**src/rtl/ad9361_pkg.sv**
```systemverilog
// ---------------------------------------------------------------------------
// ad9361_pkg
// Shared types and defaults for the AD9361 RX burst controller.
//   burst_state_t : ENSM sequencing states of the burst controller
//   DEFAULT_*     : default pulse / settle / timeout / count widths
//   cnt_width()   : counter width able to hold 0 .. n-1
// ---------------------------------------------------------------------------
package ad9361_pkg;

  typedef enum logic [2:0] {
    ST_IDLE    = 3'd0,
    ST_WAKE    = 3'd1,
    ST_ARM     = 3'd2,
    ST_CAPTURE = 3'd3,
    ST_SLEEP   = 3'd4,
    ST_DONE    = 3'd5
  } burst_state_t;

  localparam int DEFAULT_PULSE_CYCLES   = 4;
  localparam int DEFAULT_SETTLE_CYCLES  = 64;
  localparam int DEFAULT_TIMEOUT_CYCLES = 1024;
  localparam int DEFAULT_COUNT_WIDTH    = 16;

  // Width of a counter that runs from 0 up to n-1 (at least one bit).
  function automatic int cnt_width(input int n);
    return (n <= 2) ? 1 : $clog2(n);
  endfunction

endpackage

```
**src/rtl/ad9361_enable_pulse.sv**
```systemverilog
// ---------------------------------------------------------------------------
// ad9361_enable_pulse
// Turns a single-cycle start strobe into a registered ENABLE pulse exactly
// PULSE_CYCLES wide, plus a strobe during the pulse's final cycle.
// Shared by the WAKE (ALERT->RX) and SLEEP (RX->ALERT) pulses.
//   i_clk, i_rst   : clock, asynchronous active-high reset
//   i_start        : start (or restart) a pulse; enable rises next cycle
//   o_enable       : registered ENABLE pin drive
//   o_pulse_done   : high during the last cycle of the pulse
// ---------------------------------------------------------------------------
module ad9361_enable_pulse
  import ad9361_pkg::*;
#(
  parameter int PULSE_CYCLES = DEFAULT_PULSE_CYCLES
) (
  input  logic i_clk,
  input  logic i_rst,
  input  logic i_start,
  output logic o_enable,
  output logic o_pulse_done
);

  localparam int CW = cnt_width(PULSE_CYCLES);
  localparam logic [CW-1:0] LAST = CW'(PULSE_CYCLES - 1);

  logic          r_active;
  logic [CW-1:0] r_cnt;

  // A start arriving in the final cycle of a pulse restarts it, so a WAKE
  // pulse can run straight into a SLEEP pulse without enable dropping.
  always_ff @(posedge i_clk or posedge i_rst) begin
    if (i_rst) begin
      r_active <= 1'b0;
      r_cnt    <= '0;
    end else if (i_start) begin
      r_active <= 1'b1;
      r_cnt    <= '0;
    end else if (r_active) begin
      if (r_cnt == LAST) begin
        r_active <= 1'b0;
      end else begin
        r_cnt <= r_cnt + CW'(1);
      end
    end
  end

  assign o_enable     = r_active;
  assign o_pulse_done = r_active && (r_cnt == LAST);

endmodule

```
**src/rtl/ad9361_rx_burst_ctrl.sv**
```systemverilog
// ---------------------------------------------------------------------------
// ad9361_rx_burst_ctrl
// Drives a single AD9361 through pulse-mode ENSM transitions (ALERT->RX->
// ALERT) and gates a fixed-length burst of channel-0 samples.
// Optional feature macro: AD9361_BURST_TIMEOUT_EN (CAPTURE idle timeout).
//   i_clk, i_rst          : sample clock, asynchronous active-high reset
//   i_cmd_valid/o_cmd_ready/i_cmd_count : burst request handshake
//   i_abort               : single-cycle abort request
//   i_valid_0, i_valid_1  : sample strobes from the RX interface
//   o_gate_0, o_gate_1    : qualified strobes for downstream capture
//   o_enable, o_txnrx     : AD9361 control pins (txnrx fixed at 0 = RX)
//   o_busy                : high whenever not idle
//   o_done                : one-cycle completion pulse
//   o_aborted, o_timeout  : burst status, valid while o_done is high
// ---------------------------------------------------------------------------
module ad9361_rx_burst_ctrl
  import ad9361_pkg::*;
#(
  parameter int PULSE_CYCLES   = DEFAULT_PULSE_CYCLES,
  parameter int SETTLE_CYCLES  = DEFAULT_SETTLE_CYCLES,
  parameter int COUNT_WIDTH    = DEFAULT_COUNT_WIDTH,
  parameter int TIMEOUT_CYCLES = DEFAULT_TIMEOUT_CYCLES
) (
  input  logic                   i_clk,
  input  logic                   i_rst,
  input  logic                   i_cmd_valid,
  output logic                   o_cmd_ready,
  input  logic [COUNT_WIDTH-1:0] i_cmd_count,
  input  logic                   i_abort,
  input  logic                   i_valid_0,
  input  logic                   i_valid_1,
  output logic                   o_gate_0,
  output logic                   o_gate_1,
  output logic                   o_enable,
  output logic                   o_txnrx,
  output logic                   o_busy,
  output logic                   o_done,
  output logic                   o_aborted,
  output logic                   o_timeout
);

  localparam int SW = cnt_width(SETTLE_CYCLES);
  localparam logic [SW-1:0] SETTLE_LAST = SW'(SETTLE_CYCLES - 1);

  burst_state_t           r_state;
  logic [COUNT_WIDTH-1:0] r_remaining;
  logic [SW-1:0]          r_settle;
  logic                   r_abort_pend;
  logic                   r_aborted;

  logic w_capture;
  logic w_last_sample;
  logic w_pulse_done;
  logic w_wake_start;
  logic w_sleep_start;
  logic w_timeout_hit;

  assign w_capture     = (r_state == ST_CAPTURE);
  assign w_last_sample = w_capture && i_valid_0 &&
                         (r_remaining == COUNT_WIDTH'(1));

`ifdef AD9361_BURST_TIMEOUT_EN
  localparam int TW = cnt_width(TIMEOUT_CYCLES);
  localparam logic [TW-1:0] TIMEOUT_LAST = TW'(TIMEOUT_CYCLES - 1);

  logic [TW-1:0] r_idle;
  logic          r_timeout;

  // Counts consecutive CAPTURE cycles without a channel-0 sample; it sits
  // at zero outside CAPTURE so every capture phase starts fresh.
  always_ff @(posedge i_clk or posedge i_rst) begin
    if (i_rst) begin
      r_idle <= '0;
    end else if (!w_capture || i_valid_0) begin
      r_idle <= '0;
    end else if (r_idle != TIMEOUT_LAST) begin
      r_idle <= r_idle + TW'(1);
    end
  end

  assign w_timeout_hit = w_capture && !i_valid_0 && (r_idle == TIMEOUT_LAST);
  assign o_timeout     = r_timeout;
`else
  assign w_timeout_hit = 1'b0;
  assign o_timeout     = 1'b0;
`endif

  // Pulse starts are decoded from the same conditions the FSM uses so that
  // enable rises on the very edge that enters WAKE or SLEEP.
  assign w_wake_start  = (r_state == ST_IDLE) && i_cmd_valid &&
                         (i_cmd_count != '0);
  assign w_sleep_start = ((r_state == ST_WAKE) && w_pulse_done &&
                          (r_abort_pend || i_abort)) ||
                         ((r_state == ST_ARM) && i_abort) ||
                         (w_capture && (i_abort || w_timeout_hit)) ||
                         w_last_sample;

  ad9361_enable_pulse #(
    .PULSE_CYCLES(PULSE_CYCLES)
  ) u_pulse (
    .i_clk       (i_clk),
    .i_rst       (i_rst),
    .i_start     (w_wake_start || w_sleep_start),
    .o_enable    (o_enable),
    .o_pulse_done(w_pulse_done)
  );

  // Burst sequencer. The final sample wins over a simultaneous abort, so a
  // burst that completed is never reported as aborted.
  always_ff @(posedge i_clk or posedge i_rst) begin
    if (i_rst) begin
      r_state      <= ST_IDLE;
      r_remaining  <= '0;
      r_settle     <= '0;
      r_abort_pend <= 1'b0;
      r_aborted    <= 1'b0;
`ifdef AD9361_BURST_TIMEOUT_EN
      r_timeout    <= 1'b0;
`endif
    end else begin
      case (r_state)
        ST_IDLE: begin
          r_abort_pend <= 1'b0;
          if (i_cmd_valid) begin
            r_remaining <= i_cmd_count;
            r_aborted   <= 1'b0;
`ifdef AD9361_BURST_TIMEOUT_EN
            r_timeout   <= 1'b0;
`endif
            r_state     <= (i_cmd_count == '0) ? ST_DONE : ST_WAKE;
          end
        end
        ST_WAKE: begin
          if (i_abort) begin
            r_abort_pend <= 1'b1;
          end
          if (w_pulse_done) begin
            if (r_abort_pend || i_abort) begin
              r_aborted <= 1'b1;
              r_state   <= ST_SLEEP;
            end else begin
              r_settle  <= '0;
              r_state   <= ST_ARM;
            end
          end
        end
        ST_ARM: begin
          if (i_abort) begin
            r_aborted <= 1'b1;
            r_state   <= ST_SLEEP;
          end else if (r_settle == SETTLE_LAST) begin
            r_state   <= ST_CAPTURE;
          end else begin
            r_settle  <= r_settle + SW'(1);
          end
        end
        ST_CAPTURE: begin
          if (i_valid_0 && (r_remaining != '0)) begin
            r_remaining <= r_remaining - COUNT_WIDTH'(1);
          end
          if (w_last_sample) begin
            r_state   <= ST_SLEEP;
          end else if (i_abort) begin
            r_aborted <= 1'b1;
            r_state   <= ST_SLEEP;
          end
`ifdef AD9361_BURST_TIMEOUT_EN
          else if (w_timeout_hit) begin
            r_timeout <= 1'b1;
            r_state   <= ST_SLEEP;
          end
`endif
        end
        ST_SLEEP: begin
          if (w_pulse_done) begin
            r_state <= ST_DONE;
          end
        end
        ST_DONE: begin
          r_state <= ST_IDLE;
        end
        default: begin
          r_state <= ST_IDLE;
        end
      endcase
    end
  end

  assign o_cmd_ready = (r_state == ST_IDLE);
  assign o_busy      = (r_state != ST_IDLE);
  assign o_done      = (r_state == ST_DONE);
  assign o_aborted   = r_aborted;
  assign o_txnrx     = 1'b0;
  assign o_gate_0    = w_capture && i_valid_0;
  assign o_gate_1    = w_capture && i_valid_1;

endmodule

```
**config.mk**
```make
export PLATFORM = sky130hd
export DESIGN_NAME = ad9361_rx_burst_ctrl
export DESIGN_NICKNAME = d
export VERILOG_FILES = /design/src/rtl/ad9361_pkg.sv /design/src/rtl/ad9361_enable_pulse.sv /design/src/rtl/ad9361_rx_burst_ctrl.sv
export SDC_FILE = /design/constraint.sdc
export NUM_CORES = 1
export LEC_CHECK = 0
export CAP_MARGIN = 0
export CORE_MARGIN = 10
export CORE_UTILIZATION = 48
export CTS_CLUSTER_DIAMETER = 50
export DETAILED_ROUTE_END_ITERATION = 7
export PLACE_DENSITY = 0.75
export SLEW_MARGIN = 20
export SYNTH_ARGS = -nofsm -noshare
export SYNTH_HDL_FRONTEND = slang
export SYNTH_SLANG_ARGS = --single-unit
```
**constraint.sdc**
```tcl
create_clock -name i_clk -period 2.1 [get_ports i_clk]
set_input_delay 0.21 -clock i_clk [delete_from_list [all_inputs] [get_ports i_clk]]
set_output_delay 0.21 -clock i_clk [all_outputs]
set_load 0.01 [all_outputs]
```
# After elaboration in Yosys (flattened, before gate mapping)
# Index checks and enable logic that the tools add are counted.
totals:
  elab_cells: 95
  memories: 0
  romBits: 0
  inputBits: 22
  ff_bits: 30
  ramBits: 0
  latchBits: 0
  out_inout_bits: 9
op_classes:
  magnitude_cmp: 0
  n_div: 0
  shifts: 0
  eq_ne: 21
  n_mul: 0
  mux: 32
  n_reduce_logical: 32
  add_sub_neg: 3
  n_bitwise: 0
op_table:
  columns: ["op", "count"]
  rows:
  - ["16-bit 2-to-1 mux", 2]
  - ["16-bit case mux with 2 select lines", 1]
  - ["16-bit nonzero test", 2]
  - ["3-bit 2-to-1 mux", 9]
  - ["6-bit 2-to-1 mux", 4]
  - ["16-bit by 1-bit equality test with 1-bit output, second input constant", 1]
  - ["16-bit zero test", 1]
  - ["2-bit inequality test, second input constant", 8]
  - ["16-bit by 1-bit subtractor with 16-bit output, second input constant", 1]
  - ["3-bit case mux with 5 select lines", 1]
  - ["5-bit AND reduction", 3]
  - ["6-bit case mux with 2 select lines", 1]
  - ["1-bit logical AND", 11]
  - ["1-bit 2-to-1 mux", 9]
  - ["2-bit nonzero test", 4]
  - ["6-bit by 1-bit adder with 6-bit output, second input constant", 1]
  - ["3-bit by 2-bit equality test with 1-bit output, second input constant", 2]
  - ["3-bit equality test, second input constant", 2]
  - ["6-bit equality test, second input constant", 1]
  - ["2-bit 2-to-1 mux", 3]
  - ["2-bit by 1-bit inequality test with 1-bit output, second input constant", 3]
  - ["3-bit by 2-bit inequality test with 1-bit output, second input constant", 2]
  - ["1-bit logical OR", 5]
  - ["1-bit case mux with 4 select lines", 1]
  - ["other kinds (9)", 10]

# Longest topological paths before layout
logic_depth:
  ltp_word: 10
  mapped_depth: 8
  ltp_nobuf: 7

# By module
# Synthesis repeated with hierarchy kept, for this count alone.
hier_totals:
  cells_unflattened: 245
  hier_area_um2: 1993.2
modules_own_cells:
  columns: ["mod", "seq_area_each_um2", "cells_per_inst", "instances", "area_per_inst_um2"]
  rows:
  - ["ad9361_rx_burst_ctrl", 675.6, 231, 1, 1826.8]
  - ["ad9361_enable_pulse", 75.1, 14, 1, 166.4]

# Least setup slack after synthesis
# No wires, ideal clock.
synth_path:
  path_kind: "register to register"
  start: "register u_pulse.r_cnt[0]"
  end: "register r_settle[5]"
  slack_ps: 84
  path_stages_with_launch: 7
  t_required_ps: 2023
  arrival_ps: 1938
  setup_ps: 77
  period_less_slack_ps: 2016
  path_buffers: 0
  path_cell_list: "dfrtp_1 -> ha_1 -> nand2_2 -> or4b_4 -> a21o_1 -> or4_1 -> a21oi_1"
synth_via:
  elab_chain_len: 4
synth_rtl:
  columns: ["item", "line", "source"]
  rows:
  - ["start: declaration", "ad9361_enable_pulse.sv:27", "logic [CW-1:0] r_cnt;"]
  - ["start signal: assignment", "ad9361_enable_pulse.sv:42", "r_cnt <= r_cnt + CW'(1);"]
  - ["2-bit equality test", "ad9361_enable_pulse.sv:48", "assign o_pulse_done = r_active && (r_cnt == LAST);"]
  - ["1-bit logical AND", "ad9361_enable_pulse.sv:48", null]
  - ["2-bit inequality test (no line)", null, null]
  - ["5-bit AND reduction (no line)", null, null]
  - ["end signal: assignment", "ad9361_rx_burst_ctrl.sv:154", "r_settle <= r_settle + SW'(1);"]
  - ["end: declaration", "ad9361_rx_burst_ctrl.sv:47", "logic [SW-1:0] r_settle;"]
# Every way passes these cells.
# A chain may end at the register's enable or synchronous reset.

# Final worst setup path
layout_path:
  start: "register u_pulse.r_cnt[1]"
  end: "register r_settle[5]"
# The elaborated chain is that of the path after synthesis.

==> flow_summary.yaml <==
logic_synthesis:
  syn_area_um2: 1950
  yosysWarnings: 0
  synth_edf_count: 0
  synthCells: 239
  synth.avg_cell_area_um2: 8.15
  ys.flop_type: "dfrtp_1"
  ys_ff_latch: 30
  synth-seq-area-share: 0.386
  netlist-cell-type-count: 52
  async_flop_share: 1.00
clock_network:
  hold_buffers: 0
  cts_made_buffers: 5
  cts-root-buf: "clkbuf_8"
  htreeDepth: 2
  clockBufferDepth: 2
  worst_skew_pair.late_latency_ps: 280
  cts_tree: "done"
  clk_pin_slew_worst_paths_ps: 60
  cts.sinks: 30
pwr:
  p_leak_nw: 1.04
  p_clk_frac: 0.135
  power_frac_comb: 0.496
  vdd_drop_max_mv: 0.808
  swShare: 0.412
  p_per_area_nw_per_um2: 1270
  switchingPower_mw: 1.33
  p_int_mw: 1.90
  p_seq_frac: 0.369
worst_setup_path:
  cp_slowest_cell: "or4b_4"
  critical_path_class: "reg -> reg"
  r2r_end: "r_settle[5]"
  cpPeakStageDelay_ps: 490
  cp_cell_sequence: "ha_4, nand2_2, or4b_4, a21o_1, or4_1, a21oi_1"
  startpoint: "u_pulse.r_cnt[1]"
  crit_arrival_ps: 2210
  ff2ff_path_depth: 6
  end_kind: "flip-flop"
  timing.rr.start: "u_pulse.r_cnt[1]"
  cp.required_ps: 2300
  crit_path_start_kind: "flip-flop"
  reg2reg_slack_ps: 100
  worstPathMaxFanout: 4
grt:
  antenna_found_initial: 0
  grtUsageMet3: 0.0508
  grt_max_degree: 31
  grt-busiest-layer: "met2"
  grt_pass1_wl_um: 8960
  grt_pass1_vias: 1892
  grt_use_total: 0.149
  grt_overflow_total: 0
  use_met1: 0.202
  grt_util_met2: 0.215
sta:
  setup-tns-final_ps: 0
  period_share: 0.954
  skew_ps: 4.08
  finalHoldViolCount: 0
  drv_slew: 0
  setup_violations: 0
  max_freq_ghz: 0.499
  period_minus_slack_ps: 2000
finish:
  antenna_cells: 0
  final_nets: 314
  layout_common_cells: "27 x clkdlybuf4s50_1, 27 x dfrtp_1, 26 x buf_4, 24 x o21ai_0, 22 x a21oi_1"
  final_area_um2: 2540
  drive_above_1_share: 0.167
  final_util: 0.640
  area_growth_pct: 30.5
floorplan:
  die_area_um2: 7000
  rows: 23
  die_width_um: 83.7
  die_y_um: 83.7
  fp.coreArea_um2: 3970
  initial_core_util: 0.490
  io_pins: 31
job:
  max-cap-violations: 0
route:
  route.vias.total: 1990
  viasPerCell: 5.91
  postRouteAntennaNets: 0
  wl_per_cell_um: 15.3
  drt_iter0_markers: 112
  drc: 0
  drt_wl_total_um: 5170
  dr.pass1.iters: 4
run_status:
  status: "finished clean"
place:
  post_dp_cell_area_um2: 2390
  post-dp-hpwl_um: 3750
  io_buffers: 28
  gp_congestion: 0.925
worst_hold_path:
  hold_class: "in -> async"
==> worst max-delay path: cells and delay by family, from the launching register on <==
kind	cells	cell delay, ps
AOI/OAI and AO/OA	2	330
and+or+nand+nor	3	1020
DFF	1	400
adders and majority gates	1	170
==> sequential cells by signal (all words and copies together), names as in the netlist <==
name / cells
o_aborted: 1
r_remaining: 16
u_pulse.o_enable: 1
u_pulse.r_cnt: 2
r_settle: 6
r_state: 3
r_abort_pend: 1
==> Yosys cell counts, types with 4 or more instances <==
library cell / count / share of area
dfrtp_1: 30 / 0.39
o21ai_0: 25 / 0.064
clkbuf_1: 8 / 0.015
nor2_1: 21 / 0.040
nor3_1: 15 / 0.039
nor4_1: 8 / 0.026
nand4_1: 4 / 0.013
ha_1: 5 / 0.032
nand3_1: 8 / 0.021
a31oi_1: 4 / 0.013
inv_1: 8 / 0.015
a21oi_1: 22 / 0.057
nand2_1: 17 / 0.033
a22oi_1: 5 / 0.019
==> per-stage QoR <==
stage,total power [mW],hold WS (ps),setup WS [ps],std cells
after floorplan,2.09,296,84.5,240
after global placement,2.66,489,113,326
after detailed placement,2.69,498,75.1,326
after CTS,3.14,313,42.5,333
after global routing,3.53,330,-5.82,337
final,3.23,302,96.2,337
==> timing repair <==
item | 4_1_cts | 5_1_grt
endpoints found under the setup margin | 3 | 7
gates resized for setup | 2 | 10
buffers inserted | 0 | 4
pin swaps | 0 | 1
==> worst max path at each step <==
stage                 endpoint
5_1_grt        r_remaining[14]
3_5_place_dp       r_settle[5]
6_report           r_settle[5]
4_1_cts            o_cmd_ready
3_3_place_gp       r_settle[5]
2_1_floorplan      r_settle[5]
==> logic make-up after synthesis <==
| family | count (synthesis) | share of synthesized area |
|---|---|---|
| other | 1 | 0.00193 |
| flip-flops | 30 | 0.386 |
| multiplexers | 2 | 0.0109 |
| XOR/XNOR | 3 | 0.0135 |
| adder cells (fa/ha/maj) | 5 | 0.0321 |
| AO/OA/AOI/OAI | 80 | 0.251 |
| buffers and inverters | 22 | 0.0482 |
| AND/OR/NAND/NOR | 96 | 0.256 |
==> per-layer routing <==
metal / vias up / part of all wire
met5: - / 0
met4: 0 / 0.0075
met3: 4 / 0.072
met2: 69 / 0.46
met1: 939 / 0.46
li1: 978 / -
==> area by class of cell <==
type / count / area, um^2
clock buffers: 7 / 76.3
multi-input cells: 188 / 1140
flip-flops and latches: 30 / 754
fillers: 348 / 1430
inverters: 8 / 30.0
well taps: 50 / 62.6
repair buffers: 54 / 478
==> power groups by stage <==
| stage | clock network, mW | logic [mW] | registers, mW |
|---|---|---|---|
| after floorplan | 0 | 0.999 | 1.09 |
| after CTS | 0.444 | 1.53 | 1.17 |
| final | 0.437 | 1.60 | 1.19 |
| after global routing | 0.472 | 1.82 | 1.24 |
| after detailed placement | 0 | 1.52 | 1.17 |
| after global placement | 0 | 1.49 | 1.17 |
Note: power is estimated with default switching activity, not from simulation.
